--- src/rtl/alu_scheduler.sv ---
// Round-robin scheduler that shares one external combinational ALU between two requesters.
// Each transaction runs IDLE -> EXEC -> DONE, returning a registered result/flags and a one-cycle ack.
module alu_scheduler #(
  parameter int N    = 8,
  parameter int CNTW = 8
) (
  input  logic            CLK50M,
  input  logic            RST,
  input  logic [1:0]      req,
  input  logic [N-1:0]    a0,
  input  logic [N-1:0]    b0,
  input  logic [1:0]      op0,
  input  logic [N-1:0]    a1,
  input  logic [N-1:0]    b1,
  input  logic [1:0]      op1,
  output logic [1:0]      ack,
  output logic [N-1:0]    result,
  output logic [3:0]      flags,
  output logic [N-1:0]    alu_a,
  output logic [N-1:0]    alu_b,
  output logic [1:0]      alu_ctrl,
  input  logic [N-1:0]    alu_res,
  input  logic [3:0]      alu_flags,
  output logic            busy,
  output logic            owner,
  output logic [CNTW-1:0] ops_cnt
);

  typedef enum logic [1:0] {IDLE, EXEC, DONE} state_t;

  state_t state;
  logic   last;
  logic   grant;

  // On contention the requester that was not served last wins.
  always_comb begin
    grant = (req == 2'b11) ? ~last : req[1];
  end

  always_ff @(posedge CLK50M) begin
    if (RST) begin
      state    <= IDLE;
      ack      <= 2'b00;
      result   <= '0;
      flags    <= '0;
      alu_a    <= '0;
      alu_b    <= '0;
      alu_ctrl <= 2'b00;
      busy     <= 1'b0;
      owner    <= 1'b0;
      ops_cnt  <= '0;
      last     <= 1'b1;
    end else begin
      case (state)
        IDLE: begin
          if (req != 2'b00) begin
            owner    <= grant;
            busy     <= 1'b1;
            alu_a    <= grant ? a1 : a0;
            alu_b    <= grant ? b1 : b0;
            alu_ctrl <= grant ? op1 : op0;
            state    <= EXEC;
          end
        end
        EXEC: begin
          result <= alu_res;
          flags  <= alu_flags;
          ack    <= owner ? 2'b10 : 2'b01;
          state  <= DONE;
        end
        DONE: begin
          ack     <= 2'b00;
          last    <= owner;
          ops_cnt <= ops_cnt + CNTW'(1);
          busy    <= 1'b0;
          state   <= IDLE;
        end
        default: begin
          state <= IDLE;
        end
      endcase
    end
  end

endmodule

--- config.mk ---
export PLATFORM = sky130hd
export DESIGN_NAME = alu_scheduler
export DESIGN_NICKNAME = d
export VERILOG_FILES = /design/src/rtl/alu_scheduler.sv
export SDC_FILE = /design/constraint.sdc
export NUM_CORES = 1
export LEC_CHECK = 0
export BUFFER_PORTS_ARGS = -buffer_cell sky130_fd_sc_hd__buf_2
export CAP_MARGIN = 20
export CORE_UTILIZATION = 46
export DETAILED_ROUTE_END_ITERATION = 10
export GPL_TIMING_DRIVEN = 0
export MAX_ROUTING_LAYER = met4
export PLACE_DENSITY = 0.77
export REMOVE_ABC_BUFFERS = 1
export SYNTH_ARGS = -nofsm -noshare
export SYNTH_HDL_FRONTEND = slang
export SYNTH_SLANG_ARGS = --single-unit
--- constraint.sdc ---
create_clock -name CLK50M -period 1.6 [get_ports CLK50M]
set_input_delay 0.24 -clock CLK50M [delete_from_list [all_inputs] [get_ports CLK50M]]
set_output_delay 0.24 -clock CLK50M [all_outputs]
set_load 0.05 [all_outputs]
==> results_dict.tcl, run 1 <==
set metrics [dict create \
    nets 372 \
    syn-cell-area_mm2 0.001996 \
    ios 94 \
    max-vdd-ir-drop_uv 586.1 \
    cts.clk_slew.worst_paths_ns 0.09 \
    slowest_delay_ns 0.35 \
    seq_area_frac_synth 0.4514 \
    setup_violations 0 \
    seq_power_share 0.403 \
    antenna_found_initial 0 \
    cp_data_arrival_time_ns 1.71 \
    cts_made_buffers 5 \
    final-hold-violation-count 0 \
    cts_root_buf "clkbuf_8" \
    synth.ff_latch_count 45 \
    power.internal_uw 2021 \
    fmaxAchievable_mhz 637.3 \
    power_switching_uw 1223 \
    fin_cells 365 \
    detailed_place_hpwl_um 3098 \
    skew_ns 0.009770 \
    max_cap_viol_count 0 \
    synth_edf_count 0 \
    avgSynthCellArea_um2 9.503 \
    power.density_mw_per_mm2 1179 \
    synth_cell_type_count 32 \
    gp_congestion 0.7155 \
    holdWs_ns 0.1751 \
    worst_slew_pin_slew_ns 0.9553 \
    fill_cells 351 \
    yosys_warnings 0 \
    drtPass1Iterations 4 \
    finalCritPeriodShare 0.9807 \
    area_growth_pct 37.87 \
    hold_buffers 0 \
    core_mm2 0.004086 \
    dp_cells 340 \
    swShare 0.3770 \
    setup_tns_ns 0 \
    max_slew_margin 0.3632 \
    fp-row-count 23 \
    yosys.area.top_type_share 0.4514 \
    grt.total_usage 0.2095 \
    dr_total_vias 1828 \
    htreeDepth 2 \
    antenna_cells 0 \
    wl_per_cell_um 13.39 \
    clock-sinks 45 \
    ys.flop_type "dfxtp_1" \
    grt_first_pass_wirelength_um 6969 \
    cts_tree "yes" \
    drcViolationCount 0 \
    rsz0062_at_grt "true" \
    synth_cells 210 \
    routed_wl_um 4888 \
    drt_iter0_drc 59 \
    synth_area_leaders "dfxtp_1, mux2i_1, nor2_1" \
    grt_max_degree 46 \
    yosysTopAreaCell "dfxtp_1" \
    hp-class "in -> reg" \
    drive_above_1_share 0.4571 \
    path_delay_family "buffers and inverters" \
    clock_latency_ns 0.30 \
    leakagePower_uw 0.001294 \
    ant_nets 0 \
    die_h_um 67.87 \
    crit_slowest_cell "dfxtp_1" \
    start_util 0.4884 \
    power_frac_comb 0.372 \
    path_class "reg -> reg" \
    die_w_um 67.87 \
    portBuffers 93 \
    clockBufferDepth 2 \
    power_uw 3243 \
    fin_util 0.6733 \
    async_flop_share 0 \
    crit_chain "inv_1 > ha_2 > o21ai_4 > buf_12 > buf_4 > a21oi_1 > a211oi_2" \
    status "complete, no violations" \
    worst-path-buf-inv 3 \
    worstPathRequired_ns 1.74 \
    via_per_inst 5.008 \
    cp-end-kind "flop" \
    cp-start-kind "flop" \
    drv_slew 0 \
    overflow 0 \
    p_clk_frac 0.225 \
    critPathMaxFanout 5 \
    timing.final.crit_period_ns 1.569 \
    die_area_mm2 0.004606 \
    first_global_vias 1564 \
]
power groups by stage:
stage / logic (µW) / clock network (µW) / registers, µW
floorplan: 385 / 0 / 1720
global placement: 1030 / 0 / 1330
detailed placement: 1050 / 0 / 1330
CTS: 1070 / 750 / 1300
global route: 1300 / 799 / 1320
finish: 1210 / 731 / 1310
stage by stage:
step / setup WS [ns] / cell area [µm²]
2_1_floorplan: 0.03421 / 1906
4_1_cts: 0.02317 / 2560
5_1_grt: -0.03315 / 2751
3_3_place_gp: -0.1013 / 2434
3_5_place_dp: -0.1749 / 2434
6_report: 0.03094 / 2751
tightest hold or removal path, delay by kind of cell:
kind / cells / cell delay, ns
buffers and inverters: 1 / 0.07
and+or+nand+nor: 1 / 0.07
muxes: 1 / 0.06
flip-flops by register name, indices dropped and copies added (netlist names):
name      cells
flags         4
ops_cnt       8
state         2
result        8
last          1
owner         1
alu_a         8
busy          1
alu_ctrl      2
alu_b         8
ack           2
synthesized netlist by cell type, types with 2 or more instances:
master	instances
dfxtp_1	45
nor2_1	40
nand2_1	21
mux2i_1	16
a21oi_1	14
a211oi_2	10
a21oi_2	9
a211oi_1	8
ha_1	6
clkbuf_1	5
buf_4	4
nand4_1	3
o21ai_0	3
or3_1	3
xor2_1	3
buf_2	2
inv_1	2
nand3_1	2
final cells by class:
cell class | instances | area, µm² | area share
inverters | 2 | 7.507 | 0.002729
well taps | 50 | 62.56 | 0.02274
multi-input cells | 151 | 1045 | 0.3797
repair buffers | 109 | 639.4 | 0.2324
clock buffers | 6 | 82.58 | 0.03001
clock inverters | 2 | 13.76 | 0.005002
flip-flops and latches | 45 | 900.9 | 0.3274
path summary, 6_finish.rpt:
| path | start | endpoint | slack [ns] | cells after the start |
|---|---|---|---|---|
| setup / recovery | state[0] | alu_a[0] | 0.03 | 7 |
| setup reg to reg | state[0] | alu_a[0] | 0.03 | 7 |
| hold reg to reg | ack[1] | ack[1] | 0.48 | 2 |
| hold / removal | alu_flags[0] | flags[0] | 0.18 | 3 |
cells in the final DEF, fill, tap and decap left out, types with 2 or more instances in the layout:
cell type	n
a21oi_1	14
buf_12	4
a211oi_2	10
nand3_1	2
dfxtp_1	45
nand2_1	21
or3_1	3
ha_2	2
nor2_1	40
buf_2	93
xor2_1	3
inv_1	2
o21ai_0	3
buf_4	11
clkbuf_8	6
a21oi_2	9
nand4_1	3
ha_1	3
mux2i_1	16
a211oi_1	8
cell families (layout without fill, tap and decap cells):
family,Yosys count,in the layout,synth area share
buffers and inverters,15,119,0.04891
DFF,45,45,0.4514
AOI/OAI and AO/OA,51,52,0.2094
xor gates and xnor gates,4,4,0.01756
muxes,16,16,0.08025
and+or+nand+nor,73,73,0.1549
adders and majority gates,6,6,0.03762
routing by layer:
metal | global-route usage | part of all wire | up-vias
li1 | - | - | 930
met1 | 0.2405 | 0.47 | 839
met2 | 0.3441 | 0.46 | 51
met3 | 0.05167 | 0.053 | 8
met4 | 0.09375 | 0.014 | 0
met5 | - | 0 | -
timing repair:
item	CTS	global route
buffers inserted	0	16
pin swaps	0	1
gates resized for setup	6	3
endpoints found under the setup margin	22	15
gates cloned	0	1
Note: power is estimated with default switching activity, not from simulation.
==> run 2: changes to the inputs <==
==> constraint.sdc (replaced) <==
create_clock -name CLK50M -period 1.8 [get_ports CLK50M]
set_input_delay 0.27 -clock CLK50M [delete_from_list [all_inputs] [get_ports CLK50M]]
set_output_delay 0.27 -clock CLK50M [all_outputs]
set_load 0.05 [all_outputs]
==> run 2 against run 1 <==
Against the previous run: sequential share of layout area is 2.7 points higher; routed wire length is 7.2% lower; clock skew is 0.0010 ns higher; critical path type unchanged; largest cell class unchanged.
==> results_dict.tcl, run 2 (same netlist as run 1, synthesis figures left out) <==
set metrics [dict create \
    ios 94 \
    drcViolationCount 0 \
    clock-sinks 45 \
    nets 355 \
    portBuffers 93 \
    die_area_mm2 0.004606 \
    dp_cells 340 \
    setup_tns_ns 0 \
    htreeDepth 2 \
    hold_buffers 0 \
    worstPathRequired_ns 2.01 \
    max-vdd-ir-drop_uv 562.8 \
    drv_slew 0 \
    cp-end-kind "flop" \
    gp_congestion 0.7155 \
    power.density_mw_per_mm2 1080 \
    antenna_found_initial 0 \
    place_ws_ns 0.02508 \
    antenna_cells 0 \
    cp_data_arrival_time_ns 1.83 \
    grt.total_usage 0.2095 \
    final-hold-violation-count 0 \
    cts_made_buffers 5 \
    timing.final.crit_period_ns 1.625 \
    drive_above_1_share 0.4195 \
    placed_area_mm2 0.002434 \
    skew_ns 0.01078 \
    fin_cells 348 \
    max_slew_margin 0.3725 \
    finalCritPeriodShare 0.9025 \
    start_util 0.4884 \
    die_h_um 67.87 \
    r2r_slack_ns 0.18 \
    min_from "alu_flags[0]" \
    status "complete, no violations" \
    max_cap_viol_count 0 \
    worst_slew_pin_slew_ns 0.9413 \
    dr_total_vias 1774 \
    via_per_inst 5.098 \
    routed_wl_um 4536 \
    area_growth_pct 27.34 \
    fin_ws_ns 0.1754 \
    core_mm2 0.004086 \
    setup_violations 0 \
    holdWs_ns 0.2050 \
    hp-class "in -> reg" \
    cts_tree "yes" \
    first_global_vias 1555 \
    mostFrequentLayoutCells "buf_2, dfxtp_1, nor2_1" \
    fmaxAchievable_mhz 615.5 \
    cts_root_buf "clkbuf_8" \
    wl_per_cell_um 13.03 \
    die_w_um 67.87 \
    overflow 0 \
    rsz0062_at_grt "false" \
    drtPass1Iterations 4 \
    drt_iter0_drc 50 \
    grt_first_pass_wirelength_um 6948 \
    final_cell_area_mm2 0.002541 \
    rr_startpoint "state[1]" \
    clock_latency_ns 0.30 \
    detailed_place_hpwl_um 3098 \
    clockBufferDepth 2 \
    path_class "reg -> reg" \
    cts.clk_slew.worst_paths_ns 0.09 \
    fp-row-count 23 \
    startpoint "state[1]" \
    ant_nets 0 \
    cp-start-kind "flop" \
    critPathMaxFanout 19 \
    grt_max_degree 46 \
    final_common_cell "buf_2" \
    leakagePower_uw 0.001192 \
]
==> run 2: critical path: stages (launching register included) <==
cell and delay (ns):
dfxtp_1 0.34, inv_1 0.13, ha_1 0.29, o21a_2 0.45
nor2_1 0.11, a211oi_2 0.21
==> run 2: final timing paths <==
check	cells past startpoint	to
worst max-delay path	5	alu_ctrl[1]
worst min-delay path	3	flags[0]
worst min register to register	2	ack[1]
worst max register to register	5	alu_ctrl[1]
==> run 2: layout make-up <==
class / count / area (µm²)
inverter: 2 / 7.507
tap: 50 / 62.56
fill: 371 / 1545
sequential: 45 / 900.9
timing repair buffer: 93 / 465.4
multi-input combinational: 150 / 1008
clock inverter: 2 / 13.76
clock buffer: 6 / 82.58
==> run 2: stage by stage <==
stage          power [µW]    util
6_report             2744  0.6219
3_5_place_dp         2117  0.5955
2_1_floorplan        1867       -
3_3_place_gp         2098  0.5955
5_1_grt              2891  0.6219
4_1_cts              2764  0.6194
==> run 2: what timing repair did <==
action / 4_1_cts / 5_1_grt
setup buffers: 0 / 0
gates resized for setup: 1 / 2
endpoints found under the setup margin: 5 / 4
==> run 2: where the power goes <==
part           switching, µW  internal, µW
sequential              56.1          1100
clock                    340           311
combinational            656           279
==> run 2: per-layer routing <==
layer | track usage | part of all wire | wire (µm)
met1 | 0.2426 | 0.46 | 2067
met2 | 0.3416 | 0.47 | 2131
met3 | 0.05167 | 0.059 | 266
met4 | 0.09375 | 0.016 | 71
met5 | - | 0 | 0
